`src/rtl/bus_sink_if.sv`:
```
// Bundle of common-bus inputs and register/memory-write outputs for bus_sink.
// The master drives the bus and strobes; the slave (bus_sink) owns the registers.
interface bus_sink_if #(
  parameter int DATA_W = 8,
  parameter int ADDR_W = 5
);
  logic [DATA_W-1:0] bus;
  logic [2:0]        dest;
  logic              ld;
  logic              inc_pc;
  logic              inc_dr;
  logic              clr_ac;
  logic              mem_ack;

  logic [ADDR_W-1:0] ar;
  logic [ADDR_W-1:0] pc;
  logic [DATA_W-1:0] dr;
  logic [DATA_W-1:0] ac;
  logic [DATA_W-1:0] ir;
  logic              mem_we;
  logic [ADDR_W-1:0] mem_addr;
  logic [DATA_W-1:0] mem_wdata;
  logic              busy;
  logic              err;

  modport master (
    output bus, dest, ld, inc_pc, inc_dr, clr_ac, mem_ack,
    input  ar, pc, dr, ac, ir, mem_we, mem_addr, mem_wdata, busy, err
  );

  modport slave (
    input  bus, dest, ld, inc_pc, inc_dr, clr_ac, mem_ack,
    output ar, pc, dr, ac, ir, mem_we, mem_addr, mem_wdata, busy, err
  );
endinterface

```
`src/rtl/bus_sink.sv`:
```
// Common-bus register sink: captures the bus into AR/PC/DR/AC/IR and issues
// single outstanding memory writes through a two-state IDLE/WRITE handshake.
module bus_sink #(
  parameter int DATA_W = 8,
  parameter int ADDR_W = 5
) (
  input  logic       clk,
  input  logic       rst,
  bus_sink_if.slave  sif
);

  localparam int D_AR  = 1;
  localparam int D_PC  = 2;
  localparam int D_DR  = 3;
  localparam int D_AC  = 4;
  localparam int D_IR  = 5;
  localparam int D_MEM = 6;
  localparam int D_RSV = 7;

  typedef enum logic {IDLE, WRITE} state_t;

  state_t            state_reg, state_next;
  logic [ADDR_W-1:0] ar_reg, ar_next;
  logic [ADDR_W-1:0] pc_reg, pc_next;
  logic [DATA_W-1:0] dr_reg, dr_next;
  logic [DATA_W-1:0] ac_reg, ac_next;
  logic [DATA_W-1:0] ir_reg, ir_next;
  logic [ADDR_W-1:0] mem_addr_reg, mem_addr_next;
  logic [DATA_W-1:0] mem_wdata_reg, mem_wdata_next;
  logic              err_reg, err_next;
  logic [7:0]        sel;

  // One-hot decode of the qualified destination.
  generate
    for (genvar gi = 0; gi < 8; gi++) begin : g_sel
      assign sel[gi] = sif.ld && (sif.dest == 3'(gi));
    end
  endgenerate

  always_ff @(posedge clk or posedge rst) begin
    if (rst) begin
      state_reg     <= IDLE;
      ar_reg        <= '0;
      pc_reg        <= '0;
      dr_reg        <= '0;
      ac_reg        <= '0;
      ir_reg        <= '0;
      mem_addr_reg  <= '0;
      mem_wdata_reg <= '0;
      err_reg       <= 1'b0;
    end else begin
      state_reg     <= state_next;
      ar_reg        <= ar_next;
      pc_reg        <= pc_next;
      dr_reg        <= dr_next;
      ac_reg        <= ac_next;
      ir_reg        <= ir_next;
      mem_addr_reg  <= mem_addr_next;
      mem_wdata_reg <= mem_wdata_next;
      err_reg       <= err_next;
    end
  end

  always_comb begin
    state_next     = state_reg;
    ar_next        = ar_reg;
    pc_next        = pc_reg;
    dr_next        = dr_reg;
    ac_next        = ac_reg;
    ir_next        = ir_reg;
    mem_addr_next  = mem_addr_reg;
    mem_wdata_next = mem_wdata_reg;
    err_next       = err_reg;

    // A load into a register overrides its own inc/clr in the same cycle.
    if (sel[D_AR]) ar_next = sif.bus[ADDR_W-1:0];

    if (sel[D_PC])       pc_next = sif.bus[ADDR_W-1:0];
    else if (sif.inc_pc) pc_next = pc_reg + 1'b1;

    if (sel[D_DR])       dr_next = sif.bus;
    else if (sif.inc_dr) dr_next = dr_reg + 1'b1;

    if (sel[D_AC])       ac_next = sif.bus;
    else if (sif.clr_ac) ac_next = '0;

    if (sel[D_IR]) ir_next = sif.bus;

    if (sel[D_RSV]) err_next = 1'b1;

    case (state_reg)
      IDLE: begin
        if (sel[D_MEM]) begin
          mem_addr_next  = ar_reg;
          mem_wdata_next = sif.bus;
          state_next     = WRITE;
        end
      end
      WRITE: begin
        // Only one write may be outstanding; a second request is dropped.
        if (sel[D_MEM]) err_next = 1'b1;
        if (sif.mem_ack) state_next = IDLE;
      end
      default: state_next = IDLE;
    endcase
  end

  // Decoded straight from the state flop so async reset drops the request at once.
  assign sif.mem_we    = (state_reg == WRITE);
  assign sif.busy      = (state_reg == WRITE);
  assign sif.ar        = ar_reg;
  assign sif.pc        = pc_reg;
  assign sif.dr        = dr_reg;
  assign sif.ac        = ac_reg;
  assign sif.ir        = ir_reg;
  assign sif.mem_addr  = mem_addr_reg;
  assign sif.mem_wdata = mem_wdata_reg;
  assign sif.err       = err_reg;

endmodule

```
`src/flat_wrapper.sv`:
```
// flat-port wrapper written by rule: the top's interface ports become plain ports
module bus_sink_flat 
#(
  parameter int DATA_W = 8,
  parameter int ADDR_W = 5
)
  (clk, rst, sif_bus, sif_dest, sif_ld, sif_inc_pc, sif_inc_dr, sif_clr_ac, sif_mem_ack, sif_ar, sif_pc, sif_dr, sif_ac, sif_ir, sif_mem_we, sif_mem_addr, sif_mem_wdata, sif_busy, sif_err);
  bus_sink_if #(.DATA_W(DATA_W), .ADDR_W(ADDR_W)) sif_i ();
  input  logic clk;
  input  logic rst;
  input wire logic [$bits(sif_i.bus)-1:0] sif_bus;
  input wire logic [$bits(sif_i.dest)-1:0] sif_dest;
  input wire logic [$bits(sif_i.ld)-1:0] sif_ld;
  input wire logic [$bits(sif_i.inc_pc)-1:0] sif_inc_pc;
  input wire logic [$bits(sif_i.inc_dr)-1:0] sif_inc_dr;
  input wire logic [$bits(sif_i.clr_ac)-1:0] sif_clr_ac;
  input wire logic [$bits(sif_i.mem_ack)-1:0] sif_mem_ack;
  output wire logic [$bits(sif_i.ar)-1:0] sif_ar;
  output wire logic [$bits(sif_i.pc)-1:0] sif_pc;
  output wire logic [$bits(sif_i.dr)-1:0] sif_dr;
  output wire logic [$bits(sif_i.ac)-1:0] sif_ac;
  output wire logic [$bits(sif_i.ir)-1:0] sif_ir;
  output wire logic [$bits(sif_i.mem_we)-1:0] sif_mem_we;
  output wire logic [$bits(sif_i.mem_addr)-1:0] sif_mem_addr;
  output wire logic [$bits(sif_i.mem_wdata)-1:0] sif_mem_wdata;
  output wire logic [$bits(sif_i.busy)-1:0] sif_busy;
  output wire logic [$bits(sif_i.err)-1:0] sif_err;
  assign sif_i.bus = sif_bus;
  assign sif_i.dest = sif_dest;
  assign sif_i.ld = sif_ld;
  assign sif_i.inc_pc = sif_inc_pc;
  assign sif_i.inc_dr = sif_inc_dr;
  assign sif_i.clr_ac = sif_clr_ac;
  assign sif_i.mem_ack = sif_mem_ack;
  assign sif_ar = sif_i.ar;
  assign sif_pc = sif_i.pc;
  assign sif_dr = sif_i.dr;
  assign sif_ac = sif_i.ac;
  assign sif_ir = sif_i.ir;
  assign sif_mem_we = sif_i.mem_we;
  assign sif_mem_addr = sif_i.mem_addr;
  assign sif_mem_wdata = sif_i.mem_wdata;
  assign sif_busy = sif_i.busy;
  assign sif_err = sif_i.err;
  bus_sink #(.DATA_W(DATA_W), .ADDR_W(ADDR_W)) u_core (.clk(clk), .rst(rst), .sif(sif_i));
endmodule
```
`config.mk`:
```
export PLATFORM = sky130hd
export DESIGN_NAME = bus_sink_flat
export DESIGN_NICKNAME = d
export VERILOG_FILES = /design/src/rtl/bus_sink_if.sv /design/src/rtl/bus_sink.sv /design/src/flat_wrapper.sv
export SDC_FILE = /design/constraint.sdc
export NUM_CORES = 1
export LEC_CHECK = 0
export CAP_MARGIN = 20
export CORE_MARGIN = 4
export CORE_UTILIZATION = 43
export CTS_BUF_LIST = sky130_fd_sc_hd__clkbuf_4 sky130_fd_sc_hd__clkbuf_8
export CTS_CLUSTER_SIZE = 12
export DETAILED_ROUTE_END_ITERATION = 10
export PLACE_DENSITY = 0.87
export SYNTH_ARGS = -nofsm -noshare
export SYNTH_HDL_FRONTEND = slang
export SYNTH_SLANG_ARGS = --single-unit
```
`constraint.sdc`:
```
create_clock -name clk -period 1.5 [get_ports clk]
set_input_delay 0.3 -clock clk [delete_from_list [all_inputs] [get_ports clk]]
set_output_delay 0.3 -clock clk [all_outputs]
set_load 0.1 [all_outputs]
```
### After elaboration in Yosys (flattened, before gate mapping)

Index checks and enable logic that the tools add are counted.

| word-level totals | value |
|---|---|
| bits in registers | 49 |
| latch bits | 0 |
| bits in writable memories | 0 |
| ROM bits | 0 |
| bits of input ports | 18 |
| word-level logic and storage cells | 42 |
| memories kept | 0 |

| cells by class | value |
|---|---|
| $add $sub $neg | 2 |
| $mul | 0 |
| divide/modulo/power cells | 0 |
| $lt $le $gt $ge | 0 |
| equal/unequal tests | 7 |
| shifts and indexed selects | 0 |
| muxes and demuxes | 12 |
| bitwise operators | 1 |
| reductions and logical operators | 11 |

Operator list:

| operator | number |
|---|---|
| two-way mux 8 bit | 4 |
| equality test 3 bit, second input constant | 4 |
| two-way mux 5 bit | 2 |
| adder 8 x 1 -> 8 bit, second input constant | 1 |
| logical AND 1 bit | 7 |
| equality test 3 x 2 -> 1 bit, second input constant | 2 |
| nonzero test 2 bit | 3 |
| adder 5 x 1 -> 5 bit, second input constant | 1 |
| two-way mux 1 bit | 5 |
| equality test 3 x 1 -> 1 bit, second input constant | 1 |
| case mux 1 bit (2 select lines) | 1 |
| AND reduction 2 bit | 1 |
| NOT 1 bit | 1 |

### Longest topological paths before layout

Gate-level depths: netlist of run 1.

| logic depth | value |
|---|---|
| depth in word-level cells | 5 |
| mapped depth | 6 |
| depth with buffers taken out | 4 |

### Worst setup path after synthesis of run 1

Ideal clock, no wire load.

| path | value |
|---|---|
| path type | reg-to-reg |
| from | register u_core.state_reg, in the netlist u_core.sif.busy |
| to | register u_core.mem_addr_reg[0], in the netlist u_core.sif.mem_addr[0] |
| arrival | 1.668 ns |
| required time | 1.374 ns |
| path slack | -0.294 ns |
| stages on the path, launching flop included | 5 |
| path buffers | 1 |
| clock period less this slack | 1.794 ns |
| path through | dfrtp_1 -> nor2_2 -> nand4_2 -> buf_6 -> mux2_4 |

| between the ends | value |
|---|---|
| longest elaborated chain between the ends | 2 |

RTL lines:

| what | RTL line | source |
|---|---|---|
| start, declared | bus_sink.sv:22 | `state_t state_reg, state_next;` |
| start signal, assigned | bus_sink.sv:52 | `state_reg <= state_next;` |
| NOT 1 bit (no source line) | - |  |
| AND reduction 2 bit (no source line) | - |  |
| end signal, assigned | bus_sink.sv:58 | `mem_addr_reg <= mem_addr_next;` |
| end, declared | bus_sink.sv:28 | `logic [ADDR_W-1:0] mem_addr_reg, mem_addr_next;` |

No other way between the ends.
A chain may end at the register's enable or synchronous reset.

### Final worst setup path of run 1

| path | value |
|---|---|
| from | register u_core.state_reg, in the netlist u_core.sif.busy |
| to | register u_core.mem_wdata_reg[1], in the netlist u_core.sif.mem_wdata[1] |

| between the ends | value |
|---|---|
| longest elaborated chain between the ends | 2 |

RTL lines:

| what | RTL line | source |
|---|---|---|
| NOT 1 bit (no source line) | - |  |
| AND reduction 2 bit (no source line) | - |  |
| end signal, assigned | bus_sink.sv:59 | `mem_wdata_reg <= mem_wdata_next;` |
| end, declared | bus_sink.sv:29 | `logic [DATA_W-1:0] mem_wdata_reg, mem_wdata_next;` |

No other way between the ends.

==> results of run 1 <==
## cell type report
class / count / area, um2 / share of cell area
Timing Repair Buffer: 81 / 1320 / 0.364
Multi-Input combinational cell: 112 / 883 / 0.243
Sequential cell: 49 / 1240 / 0.341
Tap cell: 67 / 83.8 / 0.0230
Inverter: 2 / 7.51 / 0.00206
Clock buffer: 8 / 97.6 / 0.0268
## logic make-up after synthesis
logic type | after synthesis
xor gates and xnor gates | 11
AOI/OAI and AO/OA | 22
muxes | 29
buffers and inverters | 8
and+or+nand+nor | 48
DFF | 49
adders and majority gates | 2
## cell usage after synthesis
| cell type | n | area [um2] |
|---|---|---|
| dfrtp_1 | 49 | 1230 |
| mux2_2 | 18 | 203 |
| nand2_1 | 17 | 63.8 |
| o21ai_0 | 13 | 65.1 |
| mux2_4 | 9 | 135 |
| a21oi_1 | 8 | 40.0 |
| nand2b_1 | 8 | 50.1 |
| nor2_1 | 8 | 30.0 |
| xor2_1 | 8 | 70.1 |
| nand4_1 | 5 | 31.3 |
| buf_2 | 3 | 15.0 |
| xnor2_1 | 3 | 26.3 |
| and3_1 | 2 | 12.5 |
| ha_1 | 2 | 25.0 |
| inv_1 | 2 | 7.51 |
| mux2i_1 | 2 | 20.0 |
| and4bb_2 | 1 | 12.5 |
| buf_4 | 1 | 7.51 |
| buf_6 | 1 | 11.3 |
| clkbuf_2 | 1 | 5.00 |
| nand3_1 | 1 | 5.00 |
| nand4_2 | 1 | 12.5 |
| nand4b_1 | 1 | 8.76 |
| nand4b_2 | 1 | 15.0 |
| nor2_2 | 1 | 6.26 |
| nor3_2 | 1 | 10.0 |
| nor4bb_1 | 1 | 10.0 |
| o21bai_1 | 1 | 7.51 |
## worst min path at each step
stage / startpoint / end / cells past startpoint
5_1_grt: rst / u_core.sif.dr[2] / 2
3_5_place_dp: u_core.sif.err / u_core.sif.err / 1
3_3_place_gp: u_core.sif.err / u_core.sif.err / 1
6_report: rst / u_core.sif.pc[4] / 2
2_1_floorplan: sif_mem_ack / u_core.sif.busy / 1
4_1_cts: rst / u_core.sif.dr[2] / 2
## metal layers
layer,vias to the layer above,track usage,part of all wire
met4,0,0.0664,0.024
met5,-,0,0
met1,763,0.231,0.39
met3,14,0.0585,0.065
met2,53,0.332,0.52
li1,753,-,-
## power breakdown
group / switching, mW / internal (mW) / leakage [nW]
clock network: 0.403 / 0.412 / 0.0523
registers: 0.527 / 1.72 / 0.585
logic: 3.29 / 1.89 / 0.999
## through the flow
stage	area (um2)	TNS, ns	hold slack (ns)	utilization
3_5_place_dp	3510	-10.16	0.532	0.737
6_report	3640	0	0.276	0.765
2_1_floorplan	2150	-1.56	0.393	-
4_1_cts	3610	0	0.288	0.760
5_1_grt	3640	0	0.307	0.765
3_3_place_gp	3510	-8.36	0.539	0.737
## layout by cell type, fill, tap and decap left out, drive strengths merged
cell	count
mux2	27
nor2	9
o21ai	13
xor2	8
nand4	6
o21bai	1
clkdlybuf4s50	13
nand2	17
and3	2
clkbuf	8
dlymetal6s2s	4
a21oi	8
nor4bb	1
nand2b	8
ha	2
mux2i	2
xnor2	3
buf	64
dfrtp	49
inv	2
nand4b	2
nor3	1
nand3	1
and4bb	1
## worst max-delay path, delay by kind of cell (launching register included)
family | cells | cell delay (ns)
buffers and inverters | 1 | 0.19
multiplexers | 1 | 0.29
AND/OR/NAND/NOR | 2 | 0.27
flip-flops | 1 | 0.48
==> out/qor.yml, run 1 <==
status: "complete, no violations"
cts-resized-gates: 1
routedWlPerCell_um: 17.4
start_util: 0.448
ys_seq_elements: 49
cp.arrival_ns: 1.54
path_max_fanout: 14
cts_setup_buffers: 0
syn-mean-instance-area_um2: 12.6
firstDrtPassIters: 4
worstSetupEndpointType: "register"
portBuffers: 67
hold_path_class: "input port to async pin"
antenna_found_initial: 0
fin_ws_ns: 0.152
min_period_ns: 1.35
cts_hold_buf: 0
area_delta_synth_final_pct: 70.6
finalCritPeriodShare: 0.899
r2r-end: "u_core.sif.mem_wdata[1]"
clkTransAtPathRegs_ns: 0.08
post-place-ws_ns: -0.329
place_inst: 311
nFillCells: 279
numCtsBuffers: 5
tightestPinTransition_ns: 0.384
muxShareOfSynthArea: 0.168
power_mw: 8.25
vias: 1583
crit_path_cell_trace: "nor2_2, nand4_2, buf_12, mux2_4"
overflow: 0
die_h_um: 78.4
reg2reg_slack_ns: 0.15
yosys_warnings: 0
slew_violations: 0
rr_startpoint: "u_core.sif.busy"
clock-sinks: 49
core_mm2: 0.00475
ys_types: 28
p_leak_nw: 1.64
synthCells: 169
cp-start-kind: "register"
gp_routability_congestion: 0.764
grt_usage: 0.194
relSlewSlack: 0.743
cts_max_level: 2
synth_seq_area_share: 0.575
stdcell_count: 319
reg2regPathDepth: 4
grt_max_degree: 20
vias_per_cell: 4.96
drtAntennaViolNets: 0
finClkSkew_ns: 0.00606
cts_root_buf: "clkbuf_8"
ir_drop_mv: 1.29
pin_count: 68
yosys.area_share.simple: 0.126
syn_area_mm2: 0.00213
fmax_mhz: 742
synth_nets: 189
drt_iter0_drc: 71
layout-drive-gt1-share: 0.468
endpoint: "u_core.sif.mem_wdata[1]"
die_x_um: 78.4
synth_top_family_by_area: "multiplexers"
fin_nets: 271
clockBufferDepth: 2
hold_violations: 0
critical-path-max-stage-delay_ns: 0.48
slowest_stage: "dfrtp_2"
synth_fa_ha_area_frac: 0.0117
routed_wl_um: 5550
critPathLaunch: "u_core.sif.busy"
cts_tree: "yes"
grt_pass1_vias: 1672
critPathKind: "register to register"
drc: 0
synth_compound_area_frac: 0.0528
design.die.area_mm2: 0.00615
cap_violations: 0
setup_viol: 0
hpwl_um: 4170
n_antenna_cell: 0
clk_latency_ns: 0.30
synth_xor_area_frac: 0.0452
grt_pass1_wl_um: 8960
rsz0062_at_grt: "no"
powerDensity_mw_per_mm2: 2270
rows: 25
critical_path_required_ns: 1.69
No activity file was read; power rests on OpenSTA's default activity.
==> inputs of run 2 (changes only) <==
--- a/config.mk
+++ b/config.mk
@@ -11,7 +11,7 @@
 export CTS_BUF_LIST = sky130_fd_sc_hd__clkbuf_4 sky130_fd_sc_hd__clkbuf_8
 export CTS_CLUSTER_SIZE = 12
 export DETAILED_ROUTE_END_ITERATION = 10
-export PLACE_DENSITY = 0.87
+export PLACE_DENSITY = 0.84
 export SYNTH_ARGS = -nofsm -noshare
 export SYNTH_HDL_FRONTEND = slang
 export SYNTH_SLANG_ARGS = --single-unit
==> constraint.sdc (replaced) <==
create_clock -name clk -period 1.3 [get_ports clk]
set_input_delay 0.26 -clock clk [delete_from_list [all_inputs] [get_ports clk]]
set_output_delay 0.26 -clock clk [all_outputs]
set_load 0.1 [all_outputs]
==> out/qor.yml, run 2 (same netlist as run 1, synthesis figures left out) <==
status: "finished, violations left"
violations: "negative setup slack"
design.die.area_mm2: 0.00615
critical_path_required_ns: 1.04
fin_ws_ns: -0.0583
layout-drive-gt1-share: 0.504
hpwl_um: 4300
cp-start-kind: "register"
nFillCells: 270
p_leak_nw: 1.62
hold_violations: 0
cts_root_buf: "clkbuf_8"
cap_violations: 0
vias_per_cell: 5.16
hold_path_class: "input port to async pin"
routed_wl_um: 5940
clk_latency_ns: 0.30
critPathKind: "register to output pin"
start_util: 0.448
drc: 0
numCtsBuffers: 5
fin_nets: 279
worstSetupEndpointType: "output pin"
grt_usage: 0.208
cts_max_level: 2
clockBufferDepth: 2
path_max_fanout: 3
clock-sinks: 49
finalCritPeriodShare: 1.04
grt_max_degree: 50
final_util: 0.787
final_common_cell: "buf_12"
clkTransAtPathRegs_ns: 0.09
core_mm2: 0.00475
area_delta_synth_final_pct: 75.4
ir_drop_mv: 1.86
critical-path-max-stage-delay_ns: 0.50
grt_pass1_wl_um: 9650
routedWlPerCell_um: 18.1
cp.arrival_ns: 1.10
rsz0062_at_grt: "yes"
finClkSkew_ns: 0.00814
powerDensity_mw_per_mm2: 2610
pin_count: 68
die_x_um: 78.4
vias: 1694
final_cell_mix: "52 x buf_12, 36 x dfrtp_1, 19 x buf_4, 18 x mux2_2, 16 x nand2_1"
firstDrtPassIters: 4
fmax_mhz: 736
overflow: 0
tightestPinTransition_ns: 0.335
portBuffers: 67
post-place-ws_ns: -0.499
relSlewSlack: 0.776
slew_violations: 0
drt_iter0_drc: 84
setup_viol: 11
antenna_found_initial: 1
drtAntennaViolNets: 0
grt_pass1_vias: 1872
die_h_um: 78.4
rows: 25
gp_routability_congestion: 0.752
slowest_stage: "dfrtp_4"
min_period_ns: 1.36
crit_path_cell_trace: "buf_6, buf_12"
cts_tree: "yes"
## run 2: changes by cell type in the layout (fill, tap and decap cells not counted), sizes merged
cell / change
dlygate4sd2: +4
dlymetal6s2s: -4
diode: +1
clkinvlp: +1
inv: -1
buf: +8
## run 2: metal layers
| metal | part of all wire | vias up | track usage |
|---|---|---|---|
| li1 | - | 768 | - |
| met1 | 0.38 | 840 | 0.250 |
| met2 | 0.52 | 70 | 0.352 |
| met3 | 0.070 | 16 | 0.0642 |
| met4 | 0.024 | 0 | 0.0734 |
| met5 | 0 | - | 0 |
## run 2: report_power, final
part           switching (mW)  total, mW  internal, mW
clock network           0.480      0.956         0.476
registers               0.633       2.69          2.05
logic                    3.84       6.11          2.27
## run 2: layout make-up
class / count / area [um2] / area share
Timing Repair Buffer: 89 / 1360 / 0.364
Sequential cell: 49 / 1260 / 0.338
Multi-Input combinational cell: 112 / 920 / 0.246
Clock buffer: 8 / 97.6 / 0.0261
Tap cell: 67 / 83.8 / 0.0224
Inverter: 2 / 11.3 / 0.00301
Antenna cell: 1 / 2.50 / 0.000669
## run 2: worst max-delay path, delay by kind of cell, from the launching register on
kind     cells  cell delay [ns]
flops        1             0.50
buf+inv      2             0.30
## run 2: per-stage QoR
stage	TNS [ns]	hold WS [ns]	instances	area (um2)	power (mW)
2_1_floorplan	-1.91	0.296	169	2230	6.33
3_3_place_gp	-14.76	0.544	317	3610	8.69
3_5_place_dp	-17.57	0.564	317	3610	8.81
4_1_cts	-0.139	0.377	326	3730	9.78
5_1_grt	-0.761	0.383	328	3740	10.1
6_report	-0.238	0.371	328	3740	9.76
## run 2: worst paths after layout
kind                                          from  depth (start not counted)                      end  slack (ns)
setup / recovery                   u_core.sif.busy                          2                 sif_busy       -0.06
hold / removal                                 rst                          3         u_core.sif.dr[7]        0.37
setup reg to reg                   u_core.sif.busy                          4   u_core.sif.mem_addr[2]       -0.02
hold reg to reg            u_core.sif.mem_wdata[6]                          1  u_core.sif.mem_wdata[6]        0.58
max in group asynchronous                      rst                          3          u_core.sif.busy        0.68
min in group clk                       sif_mem_ack                          2          u_core.sif.busy        0.53
## run 2: what timing repair did
item	CTS	global route
endpoints found under the hold margin	0	0
pin swaps	2	4
setup buffers	1	1
hold buffers	0	0
cloned	0	0
gates resized for setup	6	1
setup endpoints to repair	39	21
